## src/rtl/fetch_pkg.sv

```systemverilog
// Shared encodings and constants for the instruction-fetch sequencer.
package fetch_pkg;

  typedef enum logic [1:0] {
    ST_IDLE  = 2'd0,
    ST_FETCH = 2'd1,
    ST_FAULT = 2'd2
  } fetch_state_t;

  localparam int          FETCH_BUF_DEPTH = 2;
  localparam logic [31:0] PC_STEP         = 32'd4;
  localparam int          DATA_W          = 64;

  // One buffered fetch: the PC it came from and the word returned there.
  typedef struct packed {
    logic [31:0] pc;
    logic [31:0] instr;
  } fetch_entry_t;

endpackage

```

## src/rtl/fetch_buf.sv

```systemverilog
// Two-entry FIFO of fetched {pc, instr} pairs; entry 0 is always the head.
module fetch_buf
  import fetch_pkg::*;
#(
  parameter int DATA_W = fetch_pkg::DATA_W
) (
  input  logic              clk,
  input  logic              rst,
  input  logic              push,
  input  logic              pop,
  input  logic              flush,
  input  logic [DATA_W-1:0] din,
  output logic [DATA_W-1:0] head,
  output logic [1:0]        count
);

  localparam logic [1:0] FULL = 2'(FETCH_BUF_DEPTH);

  logic [DATA_W-1:0] ent0;
  logic [DATA_W-1:0] ent1;
  logic              pop_ok;
  logic              push_ok;

  assign pop_ok  = pop && (count != 2'd0);
  assign push_ok = push && ((count != FULL) || pop_ok);
  assign head    = ent0;

  always_ff @(posedge clk or posedge rst) begin
    if (rst) begin
      count <= '0;
    end else if (flush) begin
      count <= '0;
    end else if (push_ok && !pop_ok) begin
      count <= count + 2'd1;
    end else if (pop_ok && !push_ok) begin
      count <= count - 2'd1;
    end
  end

  // Payload carries no reset: the count alone decides what is valid.
  always_ff @(posedge clk) begin
    if (!flush) begin
      if (pop_ok) begin
        if (push_ok && count == 2'd1) begin
          ent0 <= din;
        end else begin
          ent0 <= ent1;
          if (push_ok) ent1 <= din;
        end
      end else if (push_ok) begin
        if (count == 2'd0) ent0 <= din;
        else               ent1 <= din;
      end
    end
  end

endmodule

```

## src/rtl/fetch_ctrl.sv

```systemverilog
// Fetch sequencer: owns the PC, streams instruction words into a 2-entry
// buffer toward decode, and handles redirects and misaligned-target faults.
module fetch_ctrl
  import fetch_pkg::*;
#(
  parameter logic [31:0] RESET_PC = 32'h0000_0000
) (
  input  logic        clk,
  input  logic        rst,
  input  logic        debug,
  input  logic        enable,
  output logic [31:0] imem_addr,
  input  logic [31:0] imem_data,
  input  logic        redirect_valid,
  input  logic [31:0] redirect_pc,
  output logic        out_valid,
  output logic [31:0] out_instr,
  output logic [31:0] out_pc,
  input  logic        out_ready,
  output logic        fault
);

  localparam logic [1:0] BUF_FULL = 2'(FETCH_BUF_DEPTH);

  fetch_state_t state_q;
  fetch_state_t state_d;
  logic [31:0]  pc_q;
  logic [31:0]  pc_d;
  logic [1:0]   count;
  fetch_entry_t head;
  fetch_entry_t push_entry;
  logic         redirect;
  logic         misaligned;
  logic         buf_valid;
  logic         pop;
  logic         push;
  logic         unused_debug;

  assign unused_debug = debug;

  // A redirect in FAULT is ignored; otherwise it overrides push and pop.
  assign redirect   = redirect_valid && (state_q != ST_FAULT);
  assign misaligned = redirect && (redirect_pc[1:0] != 2'b00);
  assign buf_valid  = (count != 2'd0) && (state_q != ST_FAULT);
  assign pop        = buf_valid && out_ready && !redirect;
  assign push       = (state_q == ST_FETCH) && ((count != BUF_FULL) || pop) && !redirect;

  assign push_entry = '{pc: pc_q, instr: imem_data};

  always_comb begin
    state_d = state_q;
    pc_d    = pc_q;
    unique case (state_q)
      ST_IDLE:  if (enable)  state_d = ST_FETCH;
      ST_FETCH: if (!enable) state_d = ST_IDLE;
      ST_FAULT: state_d = ST_FAULT;
      default:  state_d = ST_IDLE;
    endcase
    if (redirect) begin
      state_d = misaligned ? ST_FAULT : state_q;
      if (!misaligned) pc_d = redirect_pc;
    end else if (push) begin
      pc_d = pc_q + PC_STEP;
    end
  end

  always_ff @(posedge clk or posedge rst) begin
    if (rst) begin
      state_q <= ST_IDLE;
      pc_q    <= RESET_PC;
    end else begin
      state_q <= state_d;
      pc_q    <= pc_d;
    end
  end

  fetch_buf #(
    .DATA_W (DATA_W)
  ) u_buf (
    .clk   (clk),
    .rst   (rst),
    .push  (push),
    .pop   (pop),
    .flush (redirect),
    .din   (push_entry),
    .head  (head),
    .count (count)
  );

  assign imem_addr = pc_q;
  assign out_valid = buf_valid;
  assign out_instr = buf_valid ? head.instr : 32'd0;
  assign out_pc    = buf_valid ? head.pc    : 32'd0;
  assign fault     = (state_q == ST_FAULT);

endmodule

```

## config.mk

```make
export PLATFORM = sky130hd
export DESIGN_NAME = fetch_ctrl
export DESIGN_NICKNAME = d
export VERILOG_FILES = /design/src/rtl/fetch_pkg.sv /design/src/rtl/fetch_buf.sv /design/src/rtl/fetch_ctrl.sv
export SDC_FILE = /design/constraint.sdc
export NUM_CORES = 1
export LEC_CHECK = 0
export CAP_MARGIN = 10
export CORE_UTILIZATION = 50
export CTS_CLUSTER_SIZE = 16
export DETAILED_ROUTE_END_ITERATION = 7
export GPL_TIMING_DRIVEN = 0
export PLACE_DENSITY = 0.87
export SLEW_MARGIN = 20
export SYNTH_ARGS = -nofsm -noshare
export SYNTH_HDL_FRONTEND = slang
export SYNTH_SLANG_ARGS = --single-unit
```

## constraint.sdc

```tcl
create_clock -name clk -period 7.9 [get_ports clk]
set_input_delay 1.58 -clock clk [delete_from_list [all_inputs] [get_ports clk]]
set_output_delay 1.58 -clock clk [all_outputs]
set_load 0.01 [all_outputs]
```

==> results by group, run 1 <==
Detailed routing
  – Vias per std cell: 5.797
  – DR vias: 5414
  – Total wire length: 18670 microns
  – Pre-antenna DRT Iters: 6
  – DRT antenna net count: 0
  – Post-detailed-route wirelength per cell: 19.99 microns
  – DRC: 0
  – DR iter-0 viols: 542

STA
  – Final setup viols: 0
  – Worst Tran Pin Value: 813.7 ps
  – Clock Skew: 7.467 ps
  – Final Hold Viols: 0
  – Crit path time final: 4779 ps
  – Relative slew slack: 45.30%
  – Fin worst setup slack: 3121 ps
  – Final period utilization: 60.50%
  – Final Max Tran Viols: 0
  – RSZ-0062 raised after global routing: no
  – F_max: around 0.21 GHz

Logic synthesis
  – Predominant post-synthesis flop cell: edfxtp_1
  – Syn Nets: 623
  – Seq/Total Area, Yosys: 64.74%
  – Yosys cell types: 45
  – Gate Count Post-Synth: 549
  – Share of flip-flops with an asynchronous set or reset: 21.95%
  – Syn Area/Cell: 13.35 sq um
  – Synth warnings: 0
  – Synthesized cell area: 0.007328 sq mm
  – Seq cells post-synth: 164
  – EDFF count, synth: 128

Critical path
  – Worst reg-to-reg setup slack: between 4000 and 5000 ps
  – Arrival time worst endpoint: 3200 ps
  – Worst path bufs/invs: 4
  – CP top delay family: buffers and inverters
  – Crit path largest cell delay: 560 ps
  – FF-to-FF End: u_buf.ent1[31]$_DFFE_PP_
  – WS Path Type: register to output pin
  – CP Launch Type: register
  – Reg2Reg Depth: 8
  – Worst setup EP type: output pin
  – WP data required: 6320 ps
  – CP dominant cell by count: clkbuf_1
  – Worst r2r src: u_buf.count[0]$_DFFE_PP0P_
  – Worst-path fanout max: 10
  – Critical path, cell by cell: inv_1 > ha_1 > nor2_1 > clkbuf_1 > clkbuf_1 > and2_1 > clkdlybuf4s50_1
  – Worst path slowest cell: clkdlybuf4s50_1

Place
  – Post-Place Cell Area: 0.009328 sq mm
  – IO Port Bufs: 166
  – Setup slack after placement: 3555 ps
  – Final GP Congestion: 0.8747
  – Detailed placer's ending HPWL: 13260 microns

Status
  – Status: finished clean

CTS
  – CTS Buf Count: 17
  – Post-CTS Hold Fix Bufs: 0
  – Clock Pin Slew Worst Setup and Hold Paths: 60 ps
  – Resized cells post-CTS: 0
  – H-tree levels: 4
  – Max clock buf depth: 2
  – CTS Root Cell: clkbuf_16
  – Worst skew pair latency: 430 ps
  – Clock sink total: between 150 and 200
  – CTS tree: done
  – Setup Buffers After CTS: 0

Cells and area
  – Leading cell type in the layout, fill and taps excluded: clkdlybuf4s50_1
  – # diodes: 0
  – Share of cells above drive strength 1: 16.18%
  – FILL cells: approximately 1000
  – Register area: about 0.0047 sq mm
  – Synth-to-layout area growth: 35.87%
  – Nets: 815
  – Most frequent cells in the layout: 166 x clkdlybuf4s50_1, 128 x edfxtp_1, 68 x and2_1
  – Fin area: 0.009957 sq mm
  – Area of the multi-input gates: 0.002432 sq mm

Floorplanning
  – Row count: 43
  – Initial Utilization: 51.99%
  – Die H: about 120 microns
  – IO Pins: 168
  – Total Die Area: 0.01515 sq mm
  – Overall die width: 123.1 microns
  – Core area: 0.01410 sq mm

Min path
  – Hold Path Stages: 0
  – Worst hold path type: register to register
  – Hold Path End: u_buf.ent1[33]$_DFFE_PP_
  – HP Start: imem_addr[1]$_DFFE_PP0P_

Pwr
  – Pleak: about 3.5 nW
  – IR drop worst, VDD: approximately 0.00017 V
  – PwrDens: 205.7 mW/mm^2
  – Tot Pwr: 0.002048 W

GRT
  – Initial antenna violation count: 0
  – Total global routing overflow: 0
  – Largest net degree at the start of global routing: 34
  – Vias in the first global route: roughly 5400
  – First-pass GRT wire length: 28850 microns
  – Total Routing Usage GR: approximately 26%

Run
  – Max cap viols: 0
==> synth_stat cells, types with 4 or more instances <==
| master | count | area (sq um) |
|---|---|---|
| a21oi_1 | 38 | 190.2 |
| a31oi_1 | 6 | 37.54 |
| and2_1 | 68 | 425.4 |
| and3_1 | 7 | 43.79 |
| buf_4 | 5 | 37.54 |
| clkbuf_1 | 20 | 75.07 |
| dfrtp_1 | 36 | 900.9 |
| edfxtp_1 | 128 | 3844 |
| ha_1 | 4 | 50.05 |
| inv_1 | 9 | 33.78 |
| mux2_2 | 65 | 732.0 |
| nand2_1 | 30 | 112.6 |
| nand2b_1 | 6 | 37.54 |
| nand3_1 | 15 | 75.07 |
| nand4_1 | 11 | 68.82 |
| nor2_1 | 19 | 71.32 |
| nor3_1 | 5 | 25.02 |
| o21ai_0 | 20 | 100.1 |
| o22a_1 | 5 | 43.79 |
| o22ai_1 | 13 | 81.33 |
| or3_1 | 4 | 25.02 |
==> worst max path at each step <==
stage | start | end | slack, ps | depth (start not counted)
final | u_buf.count[0]$_DFFE_PP0P_ | out_pc[21] | 3120 | 7
after floorplan | out_ready | u_buf.ent1[0]$_DFFE_PP_ | 520 | 3
after global routing | u_buf.count[0]$_DFFE_PP0P_ | out_pc[21] | 2940 | 7
after global placement | out_ready | u_buf.ent1[29]$_DFFE_PP_ | -2690 | 4
after CTS | u_buf.count[0]$_DFFE_PP0P_ | out_instr[28] | 3090 | 7
after detailed placement | out_ready | u_buf.ent1[30]$_DFFE_PP_ | 3560 | 7
==> registers in the layout, summed over array words and instances (netlist names) <==
register	cells
state_q	2
u_buf.head	64
imem_addr	32
u_buf.count	2
u_buf.ent1	64
==> worst reg2reg max path, cell delays in order (launching register included) <==
cell	delay (ps)
dfrtp_1	390
inv_1	80
ha_1	310
nand2b_1	270
a211o_1	420
a211oi_4	680
buf_6	260
buf_6	210
buf_6	190
==> per-layer routing <==
| metal | track usage [%] | up-vias | share of wire, % |
|---|---|---|---|
| met2 | 43.26 | 283 | 50 |
| met3 | 5.766 | 31 | 8.3 |
| met1 | 33.18 | 2647 | 40 |
| li1 | - | 2453 | - |
| met4 | 9.413 | 0 | 2.0 |
| met5 | 0 | - | 0 |
==> cells by family (layout without fill, tap and decap cells) <==
family | after synthesis | after routing | share of synthesized area [%]
AND/OR/NAND/NOR | 173 | 173 | 13.23
flip-flops | 164 | 164 | 64.74
AO/OA/AOI/OAI | 105 | 105 | 8.998
multiplexers | 65 | 65 | 9.988
buffers and inverters | 38 | 243 | 2.356
adder cells (fa/ha/maj) | 4 | 4 | 0.6830
==> power breakdown <==
part           switching, W  total, W  leakage, nW  internal [W]
Sequential        0.0000395  0.000997         1.60      0.000958
Clock              0.000330  0.000866        0.303      0.000536
Combinational     0.0000796  0.000185         1.62      0.000105
Total              0.000449   0.00205         3.52       0.00160
==> final cells by class <==
cell class | count | share of cell area, %
inverter | 9 | 0.3393
buffer | 29 | 1.395
clock buffer | 19 | 4.448
timing repair buffer | 173 | 17.66
sequential | 164 | 47.65
clock inverter | 13 | 1.822
tap | 180 | 2.262
multi-input combinational | 347 | 24.43
==> metrics by stage <==
stage | instances | hold WS [ps] | TNS [ps] | utilization, %
floorplan | 549 | 496.3 | 0 | -
global placement | 895 | 495.7 | -172360 | 65.37
detailed placement | 902 | 500.5 | 0 | 66.17
CTS | 934 | 515.6 | 0 | 70.60
global route | 934 | 529.7 | 0 | 70.64
finish | 934 | 509.0 | 0 | 70.64
Power figures use the tool's default switching activity.
==> run 2, diff against run 1 <==
==> constraint.sdc (replaced) <==
create_clock -name clk -period 4.9 [get_ports clk]
set_input_delay 0.98 -clock clk [delete_from_list [all_inputs] [get_ports clk]]
set_output_delay 0.98 -clock clk [all_outputs]
set_load 0.01 [all_outputs]
==> run 2 against run 1 <==
Against the previous run: clock power up 58%; highest routed layer unchanged; worst setup slack worse by 2300 ps; cell count did not move; critical path depth unchanged; critical path type unchanged.
==> results by group, run 2 (synthesis gave the netlist of run 1 again) <==
Place
  – Final GP Congestion: 0.8766 (+0.22%)
  – Detailed placer's ending HPWL: 12800 microns (-3.5%)
  – Setup slack after placement: 1090 ps (-2465 ps)
  – Post-Place Cell Area: 0.009335 sq mm (about the same)
  – IO Port Bufs: 166 (unchanged)

STA
  – Fin worst setup slack: 816.8 ps (-2304 ps)
  – Clock Skew: 9.042 ps (+1.576 ps)
  – Final setup viols: 0 (unchanged)
  – Crit path time final: approximately 4100 ps
  – Final Max Tran Viols: 0 (unchanged)
  – F_max: 0.2449 GHz
  – RSZ-0062 raised after global routing: no
  – Worst Tran Pin Value: 819.6 ps (+5.843 ps)
  – Final Hold Viols: 0 (unchanged)
  – Final setup TNS: 0 ps (unchanged)
  – Final period utilization: a little over four fifths
  – Relative slew slack: 44.91% (-0.39 points)

Critical path
  – Worst r2r src: u_buf.count[0]$_DFFE_PP0P_
  – Worst path slowest cell: clkdlybuf4s50_1
  – Crit path from: u_buf.count[0]$_DFFE_PP0P_
  – Crit path largest cell delay: 530 ps (-30 ps)
  – CP dominant cell by count: clkbuf_1
  – Worst setup EP type: output pin
  – Worst path bufs/invs: 4 (unchanged)
  – Arrival time worst endpoint: 3100 ps (-100 ps)
  – WP data required: 3920 ps (-2400 ps)
  – FF-to-FF End: u_buf.ent1[17]$_DFFE_PP_
  – Worst-path fanout max: 10 (unchanged)
  – CP Launch Type: register
  – CP top delay family: buffers and inverters
  – WS Path Type: register to output pin
  – Worst reg-to-reg setup slack: 1690 ps (-3090 ps)
  – Reg2Reg Depth: 9 (+1)
  – Critical path, cell by cell: inv_1 > ha_1 > nor2_1 > clkbuf_1 > clkbuf_1 > and2_1 > clkdlybuf4s50_1

CTS
  – CTS tree: done
  – Resized cells post-CTS: 0 (unchanged)
  – Post-CTS Hold Fix Bufs: 0 (unchanged)
  – H-tree levels: 4 (unchanged)
  – CTS Root Cell: clkbuf_16
  – Setup Buffers After CTS: 0 (unchanged)
  – Worst skew pair latency: 430 ps (about the same)
  – CTS Buf Count: 17 (unchanged)
  – Clock sink total: 164 (unchanged)
  – Max clock buf depth: 2 (unchanged)
  – Clock Pin Slew Worst Setup and Hold Paths: 70 ps (about the same)

GRT
  – Largest net degree at the start of global routing: 43 (+26%)
  – First-pass GRT wire length: 28300 microns (-1.9%)
  – Initial antenna violation count: 0 (unchanged)
  – Total global routing overflow: 0 (unchanged)
  – Total Routing Usage GR: 25.36% (-0.53 points)
  – Vias in the first global route: 5468 (+1.4%)

Cells and area
  – Leading cell type in the layout, fill and taps excluded: clkdlybuf4s50_1
  – Area of the multi-input gates: 0.002432 sq mm (unchanged)
  – Synth-to-layout area growth: 35.80% (about the same)
  – # diodes: 0 (unchanged)
  – Register area: 0.004745 sq mm (unchanged)
  – FILL cells: 966 (-4.0%)
  – Share of cells above drive strength 1: 16.18% (unchanged)
  – Nets: 815 (unchanged)
  – Fin area: 0.009952 sq mm (about the same)
  – Final Core Density: 70.60% (about the same)
  – Most frequent cells in the layout: 166 x clkdlybuf4s50_1, 128 x edfxtp_1, 68 x and2_1

Floorplanning
  – Initial Utilization: 51.99% (unchanged)
  – Row count: 43 (unchanged)
  – Total Die Area: 0.01515 sq mm (unchanged)
  – Die H: 123.1 microns (unchanged)
  – IO Pins: 168 (unchanged)
  – Overall die width: 123.1 microns (unchanged)
  – Core area: 0.01410 sq mm (unchanged)

Min path
  – Hold Path Stages: 0 (unchanged)
  – Worst hold path type: register to register
  – Hold Path End: u_buf.ent1[32]$_DFFE_PP_
  – HP Start: imem_addr[0]$_DFFE_PP0P_

Run
  – Max cap viols: 0 (unchanged)

Status
  – Status: finished clean

Detailed routing
  – Post-detailed-route wirelength per cell: 19.59 microns (-2.0%)
  – DR vias: 5386 (-0.52%)
  – Pre-antenna DRT Iters: 7 (+1)
  – DR iter-0 viols: 539 (-0.55%)
  – Total wire length: 18300 microns (-2.0%)
  – DRC: 0 (unchanged)
  – DRT antenna net count: 0 (unchanged)
  – Vias per std cell: 5.767 (-0.52%)

Pwr
  – Comb pwr share: 9.1% (about the same)
  – IR drop worst, VDD: 0.0002632 V (+52%)
  – Int Pwr: 0.002541 W (+59%)
  – Seq pwr share: 49.2% (+0.5 points)
  – P_sw: 0.0007308 W (+63%)
  – PwrDens: 328.8 mW/mm^2 (+60%)
  – Switching share of power: 22.34% (+0.42 points)
  – Clock share of power: 41.8% (-0.5 points)
  – Pleak: 3.513 nW (-0.14%)
## run 2: cell types whose count changed in the layout (fill, tap and decap cells not counted), sizes merged
cell | before | now
bufinv | 4 | 3
clkbuf | 39 | 40
clkinv | 6 | 7
inv | 10 | 9
## run 2: power groups by stage
stage,combinational [W],clock (W),sequential [W]
after floorplan,0.000128,0,0.00163
after global placement,0.000277,0,0.00163
after detailed placement,0.000295,0,0.00163
after CTS,0.000298,0.00138,0.00161
after global routing,0.000322,0.00144,0.00161
final,0.000298,0.00137,0.00161
## run 2: cell type report
type | instances | share of cell area (%)
clock buffer | 20 | 4.589
timing repair buffer | 173 | 17.74
tap | 180 | 2.263
multi-input combinational | 347 | 24.44
sequential | 164 | 47.67
inverter | 9 | 0.3395
buffer | 29 | 1.396
clock inverter | 12 | 1.559
## run 2: per-layer routing
layer | track usage [%] | up-vias | routed length [microns]
met5 | 0 | - | 0
met3 | 5.720 | 33 | 1493
met2 | 42.06 | 282 | 8934
met1 | 31.55 | 2614 | 7564
met4 | 12.05 | 0 | 308
li1 | - | 2457 | -
## run 2: worst max-delay path by stage
stage	cells past startpoint	end	slack [ps]
2_1_floorplan	3	u_buf.ent1[0]$_DFFE_PP_	340
3_3_place_gp	4	u_buf.ent1[29]$_DFFE_PP_	-1640
3_5_place_dp	8	u_buf.ent1[29]$_DFFE_PP_	1090
4_1_cts	7	out_pc[0]	740
5_1_grt	7	out_instr[6]	630
6_report	7	out_instr[12]	820
## run 2: through the flow
step	hold WS, ps	total power, W	cells
finish	497.4	0.003272	934
global route	522.3	0.003374	934
CTS	497.5	0.003283	934
detailed placement	481.5	0.001929	902
global placement	496.9	0.001909	895
floorplan	496.3	0.001756	549
